==> src/rtl/l1_data_cache.sv <==
`default_nettype none
// +----------------------------------------------------------------------------+
// | l1_data_cache: direct-mapped, write-back, write-allocate L1 data cache     |
// | with one-word lines. Rev 1.0                                               |
// +----------------------------------------------------------------------------+
module l1_data_cache #(
  parameter int SETS = 64
) (
  input  logic        clk,
  input  logic        reset,
  input  logic [31:0] cpu_addr,
  input  logic [31:0] cpu_wdata,
  input  logic [2:0]  cpu_mask,
  input  logic        cpu_rd_en,
  input  logic        cpu_wr_en,
  output logic [31:0] cpu_rdata,
  output logic        cpu_stall,
  output logic        mem_req,
  output logic        mem_we,
  output logic [31:0] mem_addr,
  output logic [31:0] mem_wdata,
  input  logic [31:0] mem_rdata,
  input  logic        mem_ready,
  output logic [31:0] hit_count,
  output logic [31:0] miss_count
);

  localparam int IW = $clog2(SETS);
  localparam int TW = 30 - IW;

  typedef enum logic [1:0] {
    S_IDLE      = 2'd0,
    S_WRITEBACK = 2'd1,
    S_ALLOCATE  = 2'd2
  } state_t;

  state_t            state_q, state_d;
  logic [SETS-1:0]   valid_q, valid_d;
  logic [SETS-1:0]   dirty_q, dirty_d;
  logic [TW-1:0]     tag_q  [SETS];
  logic [31:0]       data_q [SETS];
  logic [IW-1:0]     miss_idx_q, miss_idx_d;
  logic [TW-1:0]     miss_tag_q, miss_tag_d;
  logic [TW-1:0]     victim_tag_q, victim_tag_d;
  logic [31:0]       victim_data_q, victim_data_d;
  logic [31:0]       hit_count_q, hit_count_d;
  logic [31:0]       miss_count_q, miss_count_d;

  logic [1:0]        off;
  logic [IW-1:0]     idx;
  logic [TW-1:0]     tag;
  logic [31:0]       line_word;
  logic              hit;
  logic              req;
  logic              line_we;
  logic [IW-1:0]     line_idx;
  logic [TW-1:0]     line_wtag;
  logic [31:0]       line_wdata;

  function automatic logic [31:0] load_fmt(input logic [31:0] w, input logic [2:0] m,
                                           input logic [1:0] o);
    logic [7:0]  b;
    logic [15:0] h;
    logic [31:0] r;
    b = w[{o, 3'b000} +: 8];
    h = o[1] ? w[31:16] : w[15:0];
    case (m)
      3'b000:  r = {{24{b[7]}}, b};
      3'b001:  r = {{16{h[15]}}, h};
      3'b100:  r = {24'd0, b};
      3'b101:  r = {16'd0, h};
      default: r = w;
    endcase
    return r;
  endfunction

  function automatic logic [31:0] store_merge(input logic [31:0] w, input logic [31:0] d,
                                              input logic [2:0] m, input logic [1:0] o);
    logic [3:0]  be;
    logic [31:0] src;
    logic [31:0] r;
    case (m)
      3'b000:  begin be = 4'b0001 << o;                src = {4{d[7:0]}};  end
      3'b001:  begin be = o[1] ? 4'b1100 : 4'b0011;    src = {2{d[15:0]}}; end
      default: begin be = 4'b1111;                     src = d;            end
    endcase
    for (int i = 0; i < 4; i++) begin
      r[8*i +: 8] = be[i] ? src[8*i +: 8] : w[8*i +: 8];
    end
    return r;
  endfunction

  assign off       = cpu_addr[1:0];
  assign idx       = cpu_addr[IW+1:2];
  assign tag       = cpu_addr[31:IW+2];
  assign line_word = data_q[idx];
  assign hit       = valid_q[idx] && (tag_q[idx] == tag);
  // Gating with reset keeps stall/rdata quiet while reset is held.
  assign req       = (cpu_rd_en | cpu_wr_en) & reset;

  always_comb begin
    state_d       = state_q;
    valid_d       = valid_q;
    dirty_d       = dirty_q;
    miss_idx_d    = miss_idx_q;
    miss_tag_d    = miss_tag_q;
    victim_tag_d  = victim_tag_q;
    victim_data_d = victim_data_q;
    hit_count_d   = hit_count_q;
    miss_count_d  = miss_count_q;
    line_we       = 1'b0;
    line_idx      = idx;
    line_wtag     = tag;
    line_wdata    = store_merge(line_word, cpu_wdata, cpu_mask, off);
    cpu_stall     = 1'b0;
    cpu_rdata     = 32'd0;
    mem_req       = 1'b0;
    mem_we        = 1'b0;
    mem_addr      = 32'd0;
    mem_wdata     = 32'd0;

    case (state_q)
      S_IDLE: begin
        if (req) begin
          if (hit) begin
            cpu_rdata = load_fmt(line_word, cpu_mask, off);
            if (cpu_wr_en) begin
              line_we      = 1'b1;
              dirty_d[idx] = 1'b1;
            end
            if (hit_count_q != 32'hFFFF_FFFF) hit_count_d = hit_count_q + 32'd1;
          end else begin
            cpu_stall     = 1'b1;
            miss_idx_d    = idx;
            miss_tag_d    = tag;
            victim_tag_d  = tag_q[idx];
            victim_data_d = line_word;
            if (miss_count_q != 32'hFFFF_FFFF) miss_count_d = miss_count_q + 32'd1;
            state_d = (valid_q[idx] && dirty_q[idx]) ? S_WRITEBACK : S_ALLOCATE;
          end
        end
      end
      S_WRITEBACK: begin
        cpu_stall = 1'b1;
        mem_req   = 1'b1;
        mem_we    = 1'b1;
        mem_addr  = {victim_tag_q, miss_idx_q, 2'b00};
        mem_wdata = victim_data_q;
        if (mem_ready) state_d = S_ALLOCATE;
      end
      S_ALLOCATE: begin
        cpu_stall = 1'b1;
        mem_req   = 1'b1;
        mem_addr  = {miss_tag_q, miss_idx_q, 2'b00};
        if (mem_ready) begin
          line_we             = 1'b1;
          line_idx            = miss_idx_q;
          line_wtag           = miss_tag_q;
          line_wdata          = mem_rdata;
          valid_d[miss_idx_q] = 1'b1;
          dirty_d[miss_idx_q] = 1'b0;
          state_d             = S_IDLE;
        end
      end
      default: state_d = S_IDLE;
    endcase
  end

  always_ff @(posedge clk or negedge reset) begin
    if (!reset) begin
      state_q       <= S_IDLE;
      valid_q       <= '0;
      dirty_q       <= '0;
      miss_idx_q    <= '0;
      miss_tag_q    <= '0;
      victim_tag_q  <= '0;
      victim_data_q <= '0;
      hit_count_q   <= '0;
      miss_count_q  <= '0;
    end else begin
      state_q       <= state_d;
      valid_q       <= valid_d;
      dirty_q       <= dirty_d;
      miss_idx_q    <= miss_idx_d;
      miss_tag_q    <= miss_tag_d;
      victim_tag_q  <= victim_tag_d;
      victim_data_q <= victim_data_d;
      hit_count_q   <= hit_count_d;
      miss_count_q  <= miss_count_d;
    end
  end

  // Tag/data arrays carry no reset; valid bits qualify them.
  always_ff @(posedge clk) begin
    if (line_we) begin
      tag_q[line_idx]  <= line_wtag;
      data_q[line_idx] <= line_wdata;
    end
  end

  assign hit_count  = hit_count_q;
  assign miss_count = miss_count_q;

endmodule
`default_nettype wire

==> config.mk <==
export PLATFORM = sky130hd
export DESIGN_NAME = l1_data_cache
export DESIGN_NICKNAME = d
export VERILOG_FILES = /design/src/rtl/l1_data_cache.sv
export SDC_FILE = /design/constraint.sdc
export NUM_CORES = 2
export LEC_CHECK = 0
export BUFFER_PORTS_ARGS = -buffer_cell sky130_fd_sc_hd__buf_2
export CAP_MARGIN = 40
export CORE_MARGIN = 5
export CORE_UTILIZATION = 53
export CTS_CLUSTER_DIAMETER = 120
export CTS_CLUSTER_SIZE = 28
export DETAILED_ROUTE_END_ITERATION = 10
export PLACE_DENSITY_LB_ADDON = 0.12
export SLEW_MARGIN = 25
export SYNTH_ARGS = -nofsm -noshare
export SYNTH_HDL_FRONTEND = slang
export SYNTH_SLANG_ARGS = --single-unit
==> constraint.sdc <==
create_clock -name clk -period 10.7 [get_ports clk]
set_input_delay 1.07 -clock clk [delete_from_list [all_inputs] [get_ports clk]]
set_output_delay 1.07 -clock clk [all_outputs]
set_load 0.005 [all_outputs]
==> impl_metrics.csv <==
group,metric,value,unit
die,rows,196,
timing,tns,0,ns
timing,fmax,0.117,GHz
yosys,synth_top_family_by_area,"compound AO/OA/AOI/OAI gates",
status,outcome,"completed",
yosys,syn_area,0.152,mm²
global_route,grt-ovfl-total,0,
global_route,grt_usage,0.365,
detailed_routing,via_per_inst,7.30,
yosys,synth_mux_area_frac,0.0886,
clock_tree,cts_buffers,163,
placement,port_buffers,264,
detailed_routing,drt_pass1_iterations,6,
worst_setup_path,path_class,"in -> out",
timing,rsz0062_at_grt,"no",
yosys,synthXorXnorAreaFrac,0.00403,
yosys,synthCells,8898,
yosys,ys_ff_latch,3864,
yosys,synthAdderAreaFrac,0.000493,
die,die_h,546,µm
worst_setup_path,path_max_fanout,64,
clock_tree,cts_htree_levels,4,
die,die_area,0.298,mm²
clock_tree,hold_buffers,0,
finish,drive_above_1_share,0.171,
clock_tree,insertion_delay,0.94,ns
detailed_routing,antenna_left,0,
finish,area_growth,9.43,%
timing,skew,0.0832,ns
clock_tree,path_clk_slew,0.10,ns
worst_setup_path,startpoint_type,"input port",
global_route,grt_first_pass_wirelength,757000,µm
yosys,ys_seq_area_frac,0.753,
yosys,yosysWarnings,0,
detailed_routing,drtIter0Drc,18000,
timing,worst_pin_slew,1.22,ns
finish,stdcell_area,0.167,mm²
detailed_routing,num_vias,95400,
power,peakVddDrop,0.208,mV
placement,dpl_cell_area,0.162,mm²
power,p_per_area,185,mW/mm²
timing,period_minus_slack,8.51,ns
clock_tree,post_cts_buffers,0,
placement,dp_hpwl,335000,µm
yosys,synth.distinct_cells,94,
die,die_x,546,µm
yosys,synth_compound_area_frac,0.0926,
global_route,grt_start_max_net_pins,132,
hold_path,min_path_type,"in -> async",
clock_tree,cts_buffer_depth,4,
clock_tree,ctsResizeCount,0,
die,initial_core_util,0.533,
yosys,synthFlopType,"edfxtp_1",
global_route,grt_pass1_vias,89200,
job,drv_cap,0,
detailed_routing,routed_wl,558000,µm
yosys,ys_async_sr_fraction,0.0725,
yosys,synth_edf_count,3584,
finish,regArea,0.115,mm²
timing,max_slew_margin,0.184,
die,io_pins,267,
finish,nets,9311,
clock_tree,cts_tree,"done",
placement,gp_congestion,0.917,
timing,setup_violations,0,
yosys,syn_area_per_cell,17.1,µm²
clock_tree,root_buffer,"clkbuf_16",
timing,period_share,0.795,
yosys,synth-simple-area-share,0.0421,
global_route,antenna_found_initial,38,
worst_setup_path,critical_path_arrival,7.44,ns
worst_setup_path,end_kind,"output port",
finish,multiInputGateArea,0.0359,mm²
detailed_routing,avgRoutedWirePerCell,42.6,µm
detailed_routing,drc,0,
clock_tree,clock_sinks,3864,
finish,fillCellCount,21400,
worst_setup_path,cp_data_required_time,9.63,ns
timing,maxSlewViolCount,0,
timing,finalHoldViolCount,0,
power,leakagePower,54.8,nW
die,core-area,0.286,mm²
## through the flow
step	hold WS (ns)	instances	power (W)	util	setup slack (ns)
after global placement	0.435	12700	0.0232	0.563	2.06
after CTS	0.0566	13000	0.0306	0.582	2.39
after detailed placement	0.440	12800	0.0234	0.566	2.10
after global routing	0.0813	13000	0.0315	0.583	2.28
after floorplan	0.422	8899	0.0210	-	2.95
final	0.0808	13100	0.0308	0.583	2.19
## kinds of logic (layout without fill, tap and decap cells)
group	count (synthesis)	count (layout)
other cells	1	38
mux	1057	1057
buf+inv	635	1016
simple gates	1302	1302
compound gates	1963	1963
xor+xnor	70	70
fa+ha+maj	6	6
flops	3864	3864
## Yosys cell counts (all sizes together), types with 27 or more instances
library cell | n | area [µm²]
nor2 | 362 | 1360
a21o | 36 | 270
a221oi | 360 | 3150
a2bb2oi | 39 | 342
dfrtp | 280 | 7010
nor3 | 54 | 305
xnor2 | 29 | 254
a21oi | 315 | 1580
xor2 | 41 | 359
mux4 | 207 | 4660
o21ai | 207 | 1040
o31ai | 48 | 360
a31oi | 54 | 338
buf | 316 | 1740
mux2 | 261 | 2940
a22o | 90 | 788
nor4 | 58 | 397
and2 | 55 | 344
edfxtp | 3584 | 108000
a22oi | 411 | 3090
a211oi | 43 | 328
nand2b | 27 | 169
clkbuf | 298 | 1120
a221o | 35 | 350
o22ai | 148 | 926
mux2i | 589 | 5900
and3 | 35 | 219
nor2b | 42 | 263
nand3 | 131 | 656
nand2 | 360 | 1350
nand4 | 60 | 375
## worst paths after layout
path | start | end | slack, ns | cells after the start
worst max-delay path | cpu_addr[3] | cpu_rdata[11] | 2.19 | 13
max in group asynchronous | reset | victim_data_q[29]$_DFFE_PN0P_ | 8.97 | 4
worst min-delay path | reset | miss_tag_q[21]$_DFFE_PN0P_ | 0.08 | 1
worst min register to register | valid_q[48]$_DFFE_PN0P_ | valid_q[48]$_DFFE_PN0P_ | 0.47 | 1
worst max register to register | tag_q[46][14]$_DFFE_PP_ | data_q[5][5]$_DFFE_PP_ | 3.97 | 14
min in group clk | valid_q[48]$_DFFE_PN0P_ | valid_q[48]$_DFFE_PN0P_ | 0.47 | 1
## layer usage
metal / vias to the layer above / GRT usage / wire [µm]
met3: 1238 / 0.104 / 77400
met4: 24 / 0.162 / 29300
met1: 49700 / 0.514 / 206000
li1: 36500 / - / -
met5: - / 0 / 162
met2: 7914 / 0.533 / 245000
## cells in the final DEF, fill, tap and decap left out, drive strengths merged, types with 29 or more instances in the layout
cell / Yosys / layout
a21oi: 315 / 315
nor2: 362 / 362
nor3: 54 / 54
xnor2: 29 / 29
edfxtp: 3584 / 3584
nand2: 360 / 360
o22ai: 148 / 148
nand4: 60 / 60
clkbuf: 298 / 240
mux2i: 589 / 589
mux4: 207 / 207
a2bb2oi: 39 / 39
nor2b: 42 / 42
a221o: 35 / 35
buf: 316 / 749
nand3: 131 / 131
diode: 0 / 36
a21o: 36 / 36
a31oi: 54 / 54
mux2: 261 / 261
o21ai: 207 / 207
a221oi: 360 / 360
and2: 55 / 55
xor2: 41 / 41
a22oi: 411 / 411
o31ai: 48 / 48
dfrtp: 280 / 280
a22o: 90 / 90
and3: 35 / 35
nor4: 58 / 58
a211oi: 43 / 43
## where the power goes
group / internal [W] / switching, W / leakage, nW
clock network: 0.00292 / 0.00460 / 2.16
registers: 0.0181 / 0.000276 / 36.0
logic: 0.00120 / 0.00366 / 16.7
total: 0.0223 / 0.00854 / 54.8
## final cells by class
cell class	instances	area share
clock buffer	239	0.0266
inverter	21	0.000548
clock inverter	5	0.000398
timing repair buffer	751	0.0404
sequential	3864	0.688
tap	3762	0.0282
antenna	36	0.000541
multi-input combinational	4400	0.215
## registers in the layout, summed over array words and instances (netlist names)
register	cells
data_q	2048
dirty_q	64
hit_count	32
miss_count	32
miss_idx_q	6
miss_tag_q	24
state_q	2
tag_q	1536
valid_q	64
victim_data_q	32
victim_tag_q	24
## critical path, cell delays in order
cell and delay (ns):
buf_8 0.45, buf_4 0.47, buf_12 0.41, buf_12 0.38
mux4_2 0.56, mux2_2 0.34, a21oi_1 0.57, o21ai_0 0.36
a211o_1 0.63, mux4_2 0.58, a21oi_2 0.68, a211oi_1 0.32
buf_2 0.23
Power figures use the tool's default switching activity.
